==> config.mk <==
export PLATFORM = sky130hd
export DESIGN_NAME = ram_stream_writer
export DESIGN_NICKNAME = d
export VERILOG_FILES = /design/src/rtl/spirose_ram_pkg.sv /design/src/rtl/ram_addr_counter.sv /design/src/rtl/ram_stream_writer.sv
export SDC_FILE = /design/constraint.sdc
export NUM_CORES = 1
export LEC_CHECK = 0
export ABC_AREA = 1
export CAP_MARGIN = 20
export CORE_MARGIN = 2
export CORE_UTILIZATION = 45
export DETAILED_ROUTE_END_ITERATION = 10
export PLACE_DENSITY = 0.76
export SLEW_MARGIN = 10
export SYNTH_ARGS = -nofsm -noshare
export SYNTH_HDL_FRONTEND = slang
export SYNTH_SLANG_ARGS = --single-unit
==> constraint.sdc <==
create_clock -name clk -period 2.65 [get_ports clk]
set_clock_uncertainty 0.2 [all_clocks]
set_input_delay 0.53 -clock clk [delete_from_list [all_inputs] [get_ports clk]]
set_output_delay 0.53 -clock clk [all_outputs]
set_load 0.05 [all_outputs]
==> src/rtl/spirose_ram_pkg.sv <==
// Shared constants and types for the slice RAM write path.
package spirose_ram_pkg;

  localparam int unsigned NB_BLOCKS_DEF        = 15;
  localparam int unsigned PIXELS_PER_BLOCK_DEF = 80;
  localparam int unsigned NB_SLICES_DEF        = 128;

  localparam int unsigned BLK_W   = 4;
  localparam int unsigned PIX_W   = 7;
  localparam int unsigned SLICE_W = 8;
  localparam int unsigned DATA_W  = 24;

  typedef enum logic [1:0] {
    StIdle,
    StWrite,
    StDone
  } writer_state_e;

endpackage

==> src/rtl/ram_addr_counter.sv <==
// Cascaded pixel/block/slice address counter for the slice RAM writer.
// Outputs reflect the address of the write happening this cycle (after an optional clear).
module ram_addr_counter #(
  parameter int unsigned NbBlocks       = 15,
  parameter int unsigned PixelsPerBlock = 80,
  parameter int unsigned NbSlices       = 128,
  localparam int unsigned PixW   = (PixelsPerBlock > 1) ? $clog2(PixelsPerBlock) : 1,
  localparam int unsigned BlkW   = (NbBlocks > 1) ? $clog2(NbBlocks) : 1,
  localparam int unsigned SliceW = (NbSlices > 1) ? $clog2(NbSlices) : 1
) (
  input  logic              clk_i,
  input  logic              rst_ni,
  input  logic              clr_i,       // address this cycle starts from zero
  input  logic              inc_i,       // a write consumes the current address
  input  logic              post_clr_i,  // load zero after this cycle regardless of inc_i
  output logic [PixW-1:0]   pix_o,
  output logic [BlkW-1:0]   blk_o,
  output logic [SliceW-1:0] slice_o,
  output logic              pix_wrap_o,
  output logic              slice_wrap_o,
  output logic              frame_wrap_o,
  output logic              final_o      // registered counters sit on the last frame address
);

  logic [PixW-1:0]   pix_q, pix_d, pix_b;
  logic [BlkW-1:0]   blk_q, blk_d, blk_b;
  logic [SliceW-1:0] slice_q, slice_d, slice_b;

  always_comb begin
    pix_b   = clr_i ? '0 : pix_q;
    blk_b   = clr_i ? '0 : blk_q;
    slice_b = clr_i ? '0 : slice_q;

    pix_wrap_o   = (pix_b == PixW'(PixelsPerBlock - 1));
    slice_wrap_o = pix_wrap_o && (blk_b == BlkW'(NbBlocks - 1));
    frame_wrap_o = slice_wrap_o && (slice_b == SliceW'(NbSlices - 1));

    // Independent of clr_i so the top can use it to decide clr_i without a loop.
    final_o = (pix_q == PixW'(PixelsPerBlock - 1)) && (blk_q == BlkW'(NbBlocks - 1)) &&
              (slice_q == SliceW'(NbSlices - 1));

    pix_d   = pix_b;
    blk_d   = blk_b;
    slice_d = slice_b;
    if (post_clr_i) begin
      pix_d   = '0;
      blk_d   = '0;
      slice_d = '0;
    end else if (inc_i) begin
      if (pix_wrap_o) begin
        pix_d = '0;
        if (slice_wrap_o) begin
          blk_d   = '0;
          slice_d = frame_wrap_o ? '0 : slice_b + SliceW'(1);
        end else begin
          blk_d = blk_b + BlkW'(1);
        end
      end else begin
        pix_d = pix_b + PixW'(1);
      end
    end
  end

  always_ff @(posedge clk_i or negedge rst_ni) begin
    if (!rst_ni) begin
      pix_q   <= '0;
      blk_q   <= '0;
      slice_q <= '0;
    end else begin
      pix_q   <= pix_d;
      blk_q   <= blk_d;
      slice_q <= slice_d;
    end
  end

  assign pix_o   = pix_b;
  assign blk_o   = blk_b;
  assign slice_o = slice_b;

endmodule

==> src/rtl/ram_stream_writer.sv <==
// Raster pixel stream to 15-block slice RAM write producer with SOF/EOS pulses.
// Optional dropped-pixel counter enabled by defining RAM_WRITER_DROP_CNT_EN.
module ram_stream_writer
  import spirose_ram_pkg::*;
#(
  parameter int unsigned NB_BLOCKS        = NB_BLOCKS_DEF,
  parameter int unsigned PIXELS_PER_BLOCK = PIXELS_PER_BLOCK_DEF,
  parameter int unsigned NB_SLICES        = NB_SLICES_DEF
) (
  input  logic               clk,
  input  logic               nrst,
  input  logic               frame_start,
  input  logic               pixel_valid,
  input  logic [DATA_W-1:0]  pixel_data,
  output logic [BLK_W-1:0]   block_number,
  output logic [PIX_W-1:0]   pixel_number,
  output logic [DATA_W-1:0]  ram_data,
  output logic               block_write_enable,
  output logic [SLICE_W-1:0] wslice_cnt,
  output logic               SOF,
  output logic               EOS,
  output logic               frame_done,
  output logic               short_frame
`ifdef RAM_WRITER_DROP_CNT_EN
  ,
  output logic [15:0]        dropped_cnt
`endif
);

  localparam int unsigned PixW   = (PIXELS_PER_BLOCK > 1) ? $clog2(PIXELS_PER_BLOCK) : 1;
  localparam int unsigned BlkW   = (NB_BLOCKS > 1) ? $clog2(NB_BLOCKS) : 1;
  localparam int unsigned SliceW = (NB_SLICES > 1) ? $clog2(NB_SLICES) : 1;

  writer_state_e state_q, state_d;

  logic              wr, clr, post_clr, sof, eos, short_pulse, drop;
  logic [PixW-1:0]   cnt_pix;
  logic [BlkW-1:0]   cnt_blk;
  logic [SliceW-1:0] cnt_slice;
  logic              pix_wrap, slice_wrap, frame_wrap, at_final;

  logic [BLK_W-1:0]   blk_q;
  logic [PIX_W-1:0]   pix_q;
  logic [DATA_W-1:0]  data_q;
  logic [SLICE_W-1:0] slice_q;
  logic               we_q, sof_q, eos_q, done_q, short_q;

  ram_addr_counter #(
    .NbBlocks       (NB_BLOCKS),
    .PixelsPerBlock (PIXELS_PER_BLOCK),
    .NbSlices       (NB_SLICES)
  ) u_addr_counter (
    .clk_i        (clk),
    .rst_ni       (nrst),
    .clr_i        (clr),
    .inc_i        (wr),
    .post_clr_i   (post_clr),
    .pix_o        (cnt_pix),
    .blk_o        (cnt_blk),
    .slice_o      (cnt_slice),
    .pix_wrap_o   (pix_wrap),
    .slice_wrap_o (slice_wrap),
    .frame_wrap_o (frame_wrap),
    .final_o      (at_final)
  );

  always_comb begin
    state_d     = state_q;
    wr          = 1'b0;
    clr         = 1'b0;
    post_clr    = 1'b0;
    short_pulse = 1'b0;
    drop        = 1'b0;

    unique case (state_q)
      StIdle, StDone: begin
        if (frame_start) begin
          state_d = StWrite;
          clr     = 1'b1;
          wr      = pixel_valid;
        end else begin
          drop = pixel_valid;
        end
      end
      StWrite: begin
        if (frame_start && pixel_valid && at_final) begin
          // Last pixel of the old frame wins this cycle; the new frame starts clean next cycle.
          wr       = 1'b1;
          post_clr = 1'b1;
        end else if (frame_start) begin
          short_pulse = 1'b1;
          clr         = 1'b1;
          wr          = pixel_valid;
        end else begin
          wr = pixel_valid;
        end
      end
      default: state_d = StIdle;
    endcase

    if (wr && frame_wrap && !post_clr) begin
      state_d = StDone;
    end

    sof = wr && (cnt_pix == '0) && (cnt_blk == '0) && (cnt_slice == '0);
    eos = wr && slice_wrap;
  end

  always_ff @(posedge clk or negedge nrst) begin
    if (!nrst) begin
      state_q <= StIdle;
      we_q    <= 1'b0;
      sof_q   <= 1'b0;
      eos_q   <= 1'b0;
      done_q  <= 1'b0;
      short_q <= 1'b0;
      blk_q   <= '0;
      pix_q   <= '0;
      slice_q <= '0;
      data_q  <= '0;
    end else begin
      state_q <= state_d;
      we_q    <= wr;
      sof_q   <= sof;
      eos_q   <= eos;
      done_q  <= (state_d == StDone);
      short_q <= short_pulse;
      if (wr) begin
        blk_q   <= BLK_W'(cnt_blk);
        pix_q   <= PIX_W'(cnt_pix);
        slice_q <= SLICE_W'(cnt_slice);
        data_q  <= pixel_data;
      end
    end
  end

  assign block_number       = blk_q;
  assign pixel_number       = pix_q;
  assign ram_data           = data_q;
  assign block_write_enable = we_q;
  assign wslice_cnt         = slice_q;
  assign SOF                = sof_q;
  assign EOS                = eos_q;
  assign frame_done         = done_q;
  assign short_frame        = short_q;

`ifdef RAM_WRITER_DROP_CNT_EN
  logic [15:0] drop_cnt_q;

  always_ff @(posedge clk or negedge nrst) begin
    if (!nrst) begin
      drop_cnt_q <= '0;
    end else if (frame_start) begin
      drop_cnt_q <= '0;
    end else if (drop && (drop_cnt_q != 16'hffff)) begin
      drop_cnt_q <= drop_cnt_q + 16'd1;
    end
  end

  assign dropped_cnt = drop_cnt_q;
`else
  logic unused_pix_wrap;
  assign unused_pix_wrap = pix_wrap;
`endif

`ifdef RAM_WRITER_DROP_CNT_EN
  logic unused_pix_wrap;
  assign unused_pix_wrap = pix_wrap;
`endif

endmodule

## After elaboration in Yosys (flattened, before gate mapping)

Index checks and enable logic that the tools add are counted.

- Bits in latches: 0
- Bits of input ports: 28
- Word-level logic and storage cells: 70
- Memory bits (read-only): 0
- Bits in writable memories: 0
- Memories: 0
- Bits in registers: 67

- Div/mod/pow operators: 0
- Eq/ne operators: 9
- $add $sub $neg: 3
- $lt $le $gt $ge: 0
- Shift-type cells: 0
- Bitwise operators: 0
- Mux-type cells: 27
- Reductions and logical operators: 18
- Multipliers: 0

Operators with widths:

| operator | count |
|---|---|
| 7-bit 2-to-1 mux | 10 |
| 7-bit equality test, second input constant | 4 |
| 4-bit 2-to-1 mux | 5 |
| 7-bit by 1-bit adder with 7-bit output, second input constant | 2 |
| 7-bit zero test | 2 |
| 1-bit logical AND | 12 |
| 4-bit equality test, second input constant | 2 |
| 1-bit 2-to-1 mux | 7 |
| 4-bit by 1-bit adder with 4-bit output, second input constant | 1 |
| 2-bit equality test, second input constant | 2 |
| 4-bit zero test | 1 |
| 2-bit 2-to-1 mux | 2 |
| 1-bit one-hot mux with 2 select lines | 2 |
| 2-bit one-hot mux with 2 select lines | 1 |
| 2-bit by 1-bit equality test with 1-bit output, second input constant | 1 |
| 2-bit zero test | 1 |
| 2-bit OR reduction | 1 |
| 1-bit zero test | 1 |

## Logic depth before layout (Yosys ltp)

Gate-level depths: netlist of run 1.

- Depth in word-level cells: 15
- Mapped depth: 21

## By module

A second synthesis of run 1 with hierarchy kept.

- Cells, all modules: 411
- Area, all modules: 3259.4 µm²

By module, submodules not included:

| module | area an instance (µm²) | cells each | instances | sequential area each (µm²) |
|---|---|---|---|---|
| ram_stream_writer | 2026.9 | 232 | 1 | 1226.2 |
| ram_addr_counter | 1232.4 | 179 | 1 | 450.4 |

## Worst setup path after synthesis of run 1

No wires, ideal clock.

- Path kind: input -> register
- Start point: in pixel_valid
- End point: reg state_q[0]
- Arrival time: 2388 ps
- Setup time: 119 ps
- Required time: 2331 ps
- Buffers on the path: 1
- Stages on the path: 16
- Slack: -57 ps
- Cell sequence: nand2_1 -> nor3_2 -> nand3_2 -> nand2_4 -> nand2_4 -> buf_6 -> inv_4 -> nand2_1 -> inv_1 -> ha_1 -> nand2_1 -> nor2_8 -> nand3_4 -> nor2_4 -> nand2_2 -> o21a_1

- Word-level cells in the longest chain between the ends: 11

RTL lines:

| item | line | source |
|---|---|---|
| start, declared | ram_stream_writer.sv:13 | `input logic pixel_valid,` |
| 1-bit logical AND (2 in series) | ram_stream_writer.sv:86 | `if (frame_start && pixel_valid && at_final) begin` |
| 1-bit 2-to-1 mux | ram_stream_writer.sv:86 |  |
| 1-bit one-hot mux with 2 select lines | ram_stream_writer.sv:75 | `unique case (state_q)` |
| 7-bit 2-to-1 mux | ram_addr_counter.sv:30 | `pix_b = clr_i ? '0 : pix_q;` |
| via cnt_pix[0] | ram_stream_writer.sv:37 | `logic [PixW-1:0] cnt_pix;` |
| 7-bit equality test | ram_addr_counter.sv:34 | `pix_wrap_o = (pix_b == PixW'(PixelsPerBlock - 1));` |
| 1-bit logical AND | ram_addr_counter.sv:35 | `slice_wrap_o = pix_wrap_o && (blk_b == BlkW'(NbBlocks - 1));` |
| 1-bit logical AND | ram_addr_counter.sv:36 | `frame_wrap_o = slice_wrap_o && (slice_b == SliceW'(NbSlices - 1));` |
| 1-bit logical AND (2 in series) | ram_stream_writer.sv:101 | `if (wr && frame_wrap && !post_clr) begin` |
| 2-bit 2-to-1 mux | ram_stream_writer.sv:101 |  |
| via state_d[0] | ram_stream_writer.sv:34 | `writer_state_e state_q, state_d;` |
| end signal, assigned | ram_stream_writer.sv:111 | `state_q <= StIdle;` |
| end signal, assigned | ram_stream_writer.sv:122 | `state_q <= state_d;` |
| end, declared | ram_stream_writer.sv:34 |  |

The timed path passes the listed nets, and every way through them passes these cells.
A chain may end at the register's enable or synchronous reset.

## Final worst setup path of run 1

- Start point: reg u_addr_counter.blk_q[2]
- End point: reg u_addr_counter.slice_q[6]

- Word-level cells in the longest chain between the ends: 15

RTL lines:

| item | line | source |
|---|---|---|
| start, declared | ram_addr_counter.sv:26 | `logic [BlkW-1:0] blk_q, blk_d, blk_b;` |
| start signal, assigned | ram_addr_counter.sv:71 | `blk_q <= blk_d;` |
| 4-bit equality test * | ram_addr_counter.sv:39 | `final_o = (pix_q == PixW'(PixelsPerBlock - 1)) && (blk_q == BlkW'(NbBlocks - 1)) &&` |
| 1-bit logical AND * (2 in series) | ram_addr_counter.sv:39 |  |
| 1-bit logical AND * | ram_stream_writer.sv:86 |  |
| 1-bit 2-to-1 mux * | ram_stream_writer.sv:86 |  |
| 1-bit one-hot mux with 2 select lines * | ram_stream_writer.sv:75 |  |
| 7-bit 2-to-1 mux * | ram_addr_counter.sv:30 |  |
| via cnt_pix[1] | ram_stream_writer.sv:37 |  |
| 7-bit equality test * | ram_addr_counter.sv:34 |  |
| 1-bit logical AND | ram_addr_counter.sv:35 |  |
| 1-bit logical AND | ram_addr_counter.sv:36 |  |
| 7-bit 2-to-1 mux | ram_addr_counter.sv:54 | `slice_d = frame_wrap_o ? '0 : slice_b + SliceW'(1);` |
| 7-bit 2-to-1 mux | ram_addr_counter.sv:52 | `if (slice_wrap_o) begin` |
| 7-bit 2-to-1 mux * | ram_addr_counter.sv:50 | `if (pix_wrap_o) begin` |
| 7-bit 2-to-1 mux * | ram_addr_counter.sv:49 | `end else if (inc_i) begin` |
| 7-bit 2-to-1 mux * | ram_addr_counter.sv:45 | `if (post_clr_i) begin` |
| via u_addr_counter.slice_d[6] | ram_addr_counter.sv:27 | `logic [SliceW-1:0] slice_q, slice_d, slice_b;` |
| end signal, assigned | ram_addr_counter.sv:72 | `slice_q <= slice_d;` |
| end, declared | ram_addr_counter.sv:27 |  |

The timed path passes the listed nets; every way through them passes the cells marked *.

==> results.md, run 1 <==
- The flow ran to the end, and the final reports show no timing, DRC or antenna violations.
- Sequential elements use 51.0% of the synthesized area.
- Pin placement for this block handled 76 I/O pins.
- The remaining antenna violation count is 0.
- Entering global routing, the biggest net connects 68 pins.
- The top routing layer in use is met4.
- The capturing point of the worst reg2reg path is u_addr_counter.slice_q[6].
- The total standard cell area after synthesis is 3290 µm².
- Derived from the worst setup path, the maximum achievable clock frequency is 0.386 GHz.
- Power spread over the standard cell area amounts to 492 nW/µm².
- The post-route cell area is 4790 µm².
- The worst setup path is launched from a flop.
- The most frequent cell after synthesis is sky130_fd_sc_hd__nand2_1.
- The number of DRC violations after detailed-routing iteration 0 is 147.
- Clock latency on the worst-skew pair, taken at its later pin, is 0.35 ns.
- The instance area after placement is 4410 µm².
- The die extent in y is 89.5 µm.
- The starting density of the core is 45.8%.
- The global routing usage summed across all routing layers is 22.4%.
- The origin of the critical flop-to-flop path is u_addr_counter.blk_q[2].
- Summing over every cut layer, the via total after detailed routing is 3,064.
- The category of the critical setup timing path is reg -> reg.
- Setup violations remaining at the end of the flow were counted as 0.
- Summing internal, switching and leakage power gives 2.36 mW.
- Wires add up to 8570 µm.
- Walking the worst path, the cells encountered are inv_1, nor3_2, nand3_2, nand2_4, nand2_4, inv_4, nand2_2, inv_1, ha_2, nand2_4, nor2_8, nand2_2, nor2_2, nand2_2, buf_4, nor2_1, o21ai_1, inv_1.
- The clock tree buffer depth is 2.
- The total of warnings raised by yosys is 0.
- The synthesized design contains 0 enable-type register cells.
- The full die area is 8010 µm².
- The congestion estimate from routability-driven global placement came to 0.918.
- The proportion of synthesized flip-flops having asynchronous set or reset is 100%.
- The worst hold path passes through 2 cells.
- The tree built by TritonCTS fans out to 67 sinks.
- Using the TritonRoute via totals, the vias-per-cell ratio works out to 4.83.
- The clock root buffer is sky130_fd_sc_hd__clkbuf_8.
- The minimum clock period is 2.59 ns.
- Synthesis inferred 67 register bits.
- The total number of placement rows is 31.
- For flop-to-flop paths, the worst setup slack is 0.06 ns.
- The fraction of final layout cells sized beyond drive strength 1 is 22.8%.
- The total number of nets in the final design is 567.
- The setup TNS after final layout is 0 ns.
- The final-report max-slew violation count is 0.
- The average cell area after synthesis is 8.12 µm².
- In the synthesized netlist the dominant register cell turns out to be sky130_fd_sc_hd__dfrtp_1.
- The number of global-route vias before repair is 2,892.
- Across the VDD grid, the largest voltage drop is 0.000367 V.
- On the critical path, the stage with the largest delay is an instance of sky130_fd_sc_hd__dfrtp_1.
- The setup slack at placement is -0.389 ns.
- In the routed design, unresolved DRC markers number 0.
- Synthesis produced a netlist whose cell count is 405.
- By area the synthesized netlist is led by sky130_fd_sc_hd__dfrtp_1, sky130_fd_sc_hd__nand2_1, sky130_fd_sc_hd__inv_1.
- The tightest hold path in the finished design has a slack of 0.281 ns.
- The number of cells on the worst reg-to-reg path is 18.
- The relative max-transition margin is 63.9%.
- For this run, the slowest stage of the critical path takes 0.42 ns.
- Of the post-synthesis cell area, the dominant cell type holds 51.0%.
- The largest total area in the synthesized netlist belongs to sky130_fd_sc_hd__dfrtp_1.
- The data required time of the critical path is 2.73 ns.
- The HPWL after detailed placement is 6090 µm.
- The average detailed-routed wire length per instance is 13.5 µm.
- By count the netlist is led by sky130_fd_sc_hd__nand2_1, sky130_fd_sc_hd__dfrtp_1, sky130_fd_sc_hd__inv_1.
- The path class of the tightest hold or removal check is reg -> reg.
- Counting the buffers created by CTS gives 9.
- The critical path endpoint category is a flop.
- Detailed routing placed a total of 4250 µm of wire on met2.
- The first global-routing pass estimated 13,600 µm of wire.
- The final hold violation count is 0.
- Summed over all cells, the static leakage comes to 2.35 nW.
- The number of antenna violations at the first check in global routing is 0.
- The routed design uses 703 µm of met3 wire.
- The clock tree from TritonCTS is done.
- In this run the worst path has a maximum fanout of 4.
- For the pin with the worst max-slew slack, the measured transition is 0.540 ns.
- Max-cap violations in this run came to 0.
- The antenna diode count is 0.
- The worst setup slack after layout is 0.0561 ns.
- The clock input transition at the sequential cells of the worst setup and hold paths is 0.07 ns.
- The core region is 7180 µm².
- The final global-route overflow total is 0.
- The share of the clock period used by the worst path is 97.9%.
- The net count after synthesis is 440.
- The length of routed wiring on met1 is 3520 µm.
- The number of search-and-repair iterations in the first detailed-routing pass is 5.
- Input and output buffers added on the ports amount to 74.
- From synthesis to final layout, the design area changed by 45.6%.
- The die span in x is 89.5 µm.
- The signal arrival time at the worst endpoint is 2.67 ns.
- The clock tree synthesis step divided the H-tree into 3 levels.
- The number of different library cells in the post-synthesis netlist is 35.
- The startpoint identified for the worst hold timing path is ram_data[21].
- The path with the worst hold slack has its endpoint at ram_data[21].
==> worst max-delay path by stage <==
stage,end,depth (start not counted),slack [ns],from
6_report,u_addr_counter.slice_q[6],18,0.06,u_addr_counter.blk_q[2]
5_1_grt,SOF,15,-0.06,state_q[0]
4_1_cts,state_q[0],16,0.004,frame_start
3_5_place_dp,state_q[0],16,-0.39,frame_start
3_3_place_gp,SOF,14,-0.33,frame_start
2_1_floorplan,state_q[0],16,0.009,pixel_valid
==> kinds of logic after synthesis <==
family                     after synthesis  share of synthesized area [%]
AOI/OAI and AO/OA                       29                           4.98
xor gates and xnor gates                 2                          0.533
adders and majority gates                7                           2.66
buffers and inverters                   59                           7.42
DFF                                     67                           51.0
other                                    1                          0.114
and+or+nand+nor                        240                           33.3
==> power by group <==
group	switching (mW)	total (mW)	internal (mW)
combinational	0.267	0.420	0.153
sequential	0.0254	1.09	1.07
clock	0.390	0.846	0.455
total	0.682	2.36	1.67
==> what timing repair did <==
item | in CTS | in global routing
setup endpoints to repair | 4 | 19
setup buffers | 0 | 13
endpoints found under the hold margin | 2 | 0
pin swaps | 2 | 13
hold buffers | 1 | 0
cloned | 0 | 1
resized for setup | 4 | 21
==> area by class of cell <==
class / instances / area (µm²)
clock buffers: 11 / 141
clock inverters: 4 / 51.3
fillers: 579 / 2380
inverters: 46 / 175
multi-input cells: 280 / 1460
flip-flops and latches: 67 / 1680
well taps: 99 / 124
repair buffers: 128 / 1160
==> stage by stage <==
step	util, %	cells
2_1_floorplan	-	405
3_3_place_gp	61.4	605
3_5_place_dp	61.4	605
4_1_cts	64.4	621
5_1_grt	66.8	635
6_report	66.8	635
==> flip-flops by register name, summed over array words and instances (netlist names), 2 cells and up <==
name	count
block_number	4
pixel_number	7
ram_data	24
state_q	2
u_addr_counter.blk_q	4
u_addr_counter.pix_q	7
u_addr_counter.slice_q	7
wslice_cnt	7
==> worst max-delay path, delay by kind of cell, from the launching register on <==
family	cells	cell delay, ns
compound gates	1	0.06
flops	1	0.42
simple gates	11	1.17
fa+ha+maj	1	0.20
buf+inv	5	0.45
==> cells in the final DEF, fill, tap and decap left out, types with 3 or more instances in the layout <==
| master | netlist | routed |
|---|---|---|
| sky130_fd_sc_hd__buf_4 | 1 | 51 |
| sky130_fd_sc_hd__clkbuf_8 | 0 | 10 |
| sky130_fd_sc_hd__clkdlybuf4s50_1 | 0 | 71 |
| sky130_fd_sc_hd__dfrtp_1 | 67 | 67 |
| sky130_fd_sc_hd__ha_1 | 7 | 5 |
| sky130_fd_sc_hd__inv_1 | 39 | 37 |
| sky130_fd_sc_hd__inv_2 | 5 | 7 |
| sky130_fd_sc_hd__nand2_1 | 146 | 135 |
| sky130_fd_sc_hd__nand2_2 | 5 | 14 |
| sky130_fd_sc_hd__nand2_4 | 2 | 4 |
| sky130_fd_sc_hd__nand3_1 | 18 | 18 |
| sky130_fd_sc_hd__nand3_4 | 1 | 3 |
| sky130_fd_sc_hd__nand4_1 | 6 | 6 |
| sky130_fd_sc_hd__nor2_1 | 36 | 30 |
| sky130_fd_sc_hd__nor2_2 | 4 | 10 |
| sky130_fd_sc_hd__nor2_4 | 6 | 7 |
| sky130_fd_sc_hd__nor3_1 | 9 | 8 |
| sky130_fd_sc_hd__nor3_2 | 2 | 3 |
| sky130_fd_sc_hd__o21ai_0 | 16 | 16 |
| sky130_fd_sc_hd__o21ai_1 | 6 | 6 |
==> per-layer routing <==
metal  vias to the layer above  GRT usage (%)
met1                      1430           27.8
li1                       1506              -
met2                       115           37.0
met4                         0           4.21
met5                         -              0
met3                        13           9.60
(Power assumes the default switching activity.)
==> run 2: changes to the inputs <==
- CTS_CLUSTER_SIZE: unset -> 40
- REMOVE_ABC_BUFFERS: unset -> 1
==> run 2 against run 1 <==
Hold slack about the same. Combinational power barely moved. Sequential share of layout area is 0.10 points lower. Cell count down 0.16%. Critical path depth shrank 1. Register-to-register slack gained 0.05 ns. Largest cell class unchanged. Largest power group unchanged.
==> results.md, run 2 (same netlist as run 1, synthesis figures left out) <==
- The number of global-route vias before repair is 2,972.
- The clock sink total is 67.
- Power spread over the standard cell area amounts to 514 nW/µm².
- The final-report max-slew violation count is 0.
- The layout-stage area growth over the synthesis result is 46.2%.
- After the first detailed-routing iteration, the DRC count stood at 189.
- Subtracting the final worst setup slack from the clock period gives 2.54 ns.
- Setup violations remaining at the end of the flow were counted as 0.
- The leakage power figure is 2.36 nW.
- The CTS buffer count is 9.
- The path class of the tightest hold or removal check is reg -> reg.
- The number of antenna violations at the first check in global routing is 0.
- Leaving out fill and tap cells, the most frequent cell in the layout is sky130_fd_sc_hd__nand2_1.
- The capturing point of the worst reg2reg path is u_addr_counter.slice_q[1].
- At the end of routability-driven placement, the weighted congestion stood at 0.952.
- The global routing usage summed across all routing layers is 22.5%.
- Max-cap violations in this run came to 0.
- Summing all multi-input logic gate instances after layout gives 1460 µm².
- The H-tree depth reported by CTS is 3.
- The die covers 8010 µm².
- Cells with a size suffix above 1 make up 23.4% of the layout.
- The starting density of the core is 45.8%.
- The clock tree buffer depth is 2.
- The total number of placement rows is 31.
- Registers take 1680 µm².
- The final hold violation count is 0.
- The instance area after placement is 4360 µm².
- In this run the remaining antenna-violating nets after routing total 0.
- In the routed design, unresolved DRC markers number 0.
- The share of the clock period used by the worst path is 96.0%.
- The clock input transition at the sequential cells of the worst setup and hold paths is 0.07 ns.
- The category of the critical setup timing path is reg -> reg.
- Across all register-to-register paths, the minimum setup slack is 0.11 ns.
- The worst-case IR drop observed on VDD is 0.000320 V.
- The smallest hold slack is 0.281 ns.
- The number of search-and-repair iterations in the first detailed-routing pass is 4.
- For this run, the post-layout net count is 565.
- The detailed-route vias per instance is 4.92.
- The register with the most flip-flops in the layout has 24 of them.
- The number of cells on the worst reg-to-reg path is 17.
- The final HPWL from detailed placement is 5860 µm.
- In this run the tightest slew margin relative to its limit is 65.1%.
- Along the worst hold path, the cell count comes to 2.
- The layout filler cell count is 602.
- Derived from the worst setup path, the maximum achievable clock frequency is 0.393 GHz.
- The number of antenna diodes in the final layout is 0.
- Data arrives at the worst endpoint at 2.57 ns.
- Summing internal, switching and leakage power gives 2.47 mW.
- The data required time of the critical path is 2.68 ns.
- The wire length of the first global-routing pass is 13,700 µm.
- The worst hold path begins at ram_data[2].
- The critical path endpoint category is a flop.
- In the layout the commonest cells are sky130_fd_sc_hd__nand2_1, sky130_fd_sc_hd__clkdlybuf4s50_1, sky130_fd_sc_hd__dfrtp_1.
- The worst hold endpoint is ram_data[2].
- The count of boundary I/O pins is 76.
- In this run the standard cell core region covers 7180 µm².
- The number of I/O port buffers is 74.
- The maximum fanout along the worst path is 4.
- The clock root buffer is sky130_fd_sc_hd__clkbuf_8.
- Summed over all failing endpoints, the final setup total negative slack is 0 ns.
- The origin of the critical flop-to-flop path is u_addr_counter.pix_q[4].
- The via count is 3,117.
- The finished cells cover 4810 µm².
- The final layout contains routed wiring with a total length of 8750 µm.
- Entering global routing, the biggest net connects 68 pins.
- The worst-margin pin slew is 0.522 ns.
- For the worst-skew pair, the clock arrives at the later sink with an insertion delay of 0.35 ns.
- The total overflow left after global routing is 0.
- The sort of element at the start of the critical path is a flop.
- The run finished with clean final reports.
- The die span in x is 89.5 µm.
- TritonCTS built the clock tree.
- Dividing the detail-routed wire length by the instance count gives 13.8 µm.
- The die is 89.5 µm tall.
## run 2: cell types whose count changed in the layout (fill, tap and decap cells not counted), sizes merged
| cell | delta |
|---|---|
| clkinvlp | +1 |
| nor2 | -1 |
| buf | -2 |
| dlymetal6s2s | -1 |
| clkinv | -1 |
| bufinv | +1 |
| dlygate4sd2 | +1 |
| inv | +1 |
## run 2: timing repair
item,CTS,global route
hold buffers,1,0
endpoints found under the setup margin,15,19
pin swaps,8,11
setup buffers,2,15
endpoints found under the hold margin,36,0
gates resized for setup,13,20
## run 2: critical path, stage by stage (launching register included)
cell and delay, ns:
sky130_fd_sc_hd__dfrtp_1 0.42, sky130_fd_sc_hd__nor2_2 0.15, sky130_fd_sc_hd__nand2_1 0.09, sky130_fd_sc_hd__nor2_2 0.12, sky130_fd_sc_hd__nand3_2 0.10, sky130_fd_sc_hd__nand2_4 0.10, sky130_fd_sc_hd__nand2_4 0.06, sky130_fd_sc_hd__inv_4 0.06
sky130_fd_sc_hd__buf_4 0.12, sky130_fd_sc_hd__nand2_1 0.07, sky130_fd_sc_hd__inv_1 0.06, sky130_fd_sc_hd__ha_1 0.14, sky130_fd_sc_hd__inv_1 0.06, sky130_fd_sc_hd__nor2_2 0.10, sky130_fd_sc_hd__nand4_1 0.22, sky130_fd_sc_hd__buf_4 0.22
sky130_fd_sc_hd__nand3_1 0.06, sky130_fd_sc_hd__a22oi_1 0.07
## run 2: routing by layer
| metal | GRT usage, % | vias to the layer above | part of all wire (%) |
|---|---|---|---|
| met3 | 7.66 | 19 | 7.4 |
| li1 | - | 1501 | - |
| met2 | 35.5 | 132 | 48 |
| met5 | 0 | - | 0 |
| met1 | 28.5 | 1465 | 42 |
| met4 | 9.23 | 0 | 2.7 |
## run 2: cell type report
| type | instances | share of cell area, % |
|---|---|---|
| Inverter | 46 | 3.64 |
| Multi-Input combinational cell | 279 | 30.3 |
| Clock buffer | 10 | 2.86 |
| Sequential cell | 67 | 34.9 |
| Clock inverter | 6 | 1.85 |
| Tap cell | 99 | 2.58 |
| Timing Repair Buffer | 127 | 23.9 |
## run 2: worst max path at each step
stage	cells past startpoint	endpoint	start	slack (ns)
finish	17	u_addr_counter.slice_q[1]	u_addr_counter.pix_q[4]	0.11
global route	19	u_addr_counter.slice_q[6]	u_addr_counter.slice_q[4]	-0.07
CTS	19	u_addr_counter.slice_q[6]	frame_start	0.0009
detailed placement	17	u_addr_counter.slice_q[5]	pixel_valid	-0.46
global placement	19	u_addr_counter.slice_q[6]	pixel_valid	-0.32
floorplan	13	u_addr_counter.slice_q[3]	frame_start	-0.76
## run 2: report_power, final
| group | switching, mW | total [mW] | internal (mW) |
|---|---|---|---|
| Sequential | 0.0275 | 1.09 | 1.07 |
| Combinational | 0.267 | 0.421 | 0.154 |
| Clock | 0.403 | 0.958 | 0.555 |
## run 2: per-stage QoR
| stage | util (%) | std cells | setup slack, ns |
|---|---|---|---|
| 3_5_place_dp | 60.7 | 600 | -0.456 |
| 6_report | 67.0 | 634 | 0.106 |
| 4_1_cts | 64.8 | 619 | 0.000914 |
| 2_1_floorplan | - | 392 | -0.764 |
| 5_1_grt | 67.0 | 634 | -0.0688 |
| 3_3_place_gp | 60.7 | 600 | -0.324 |
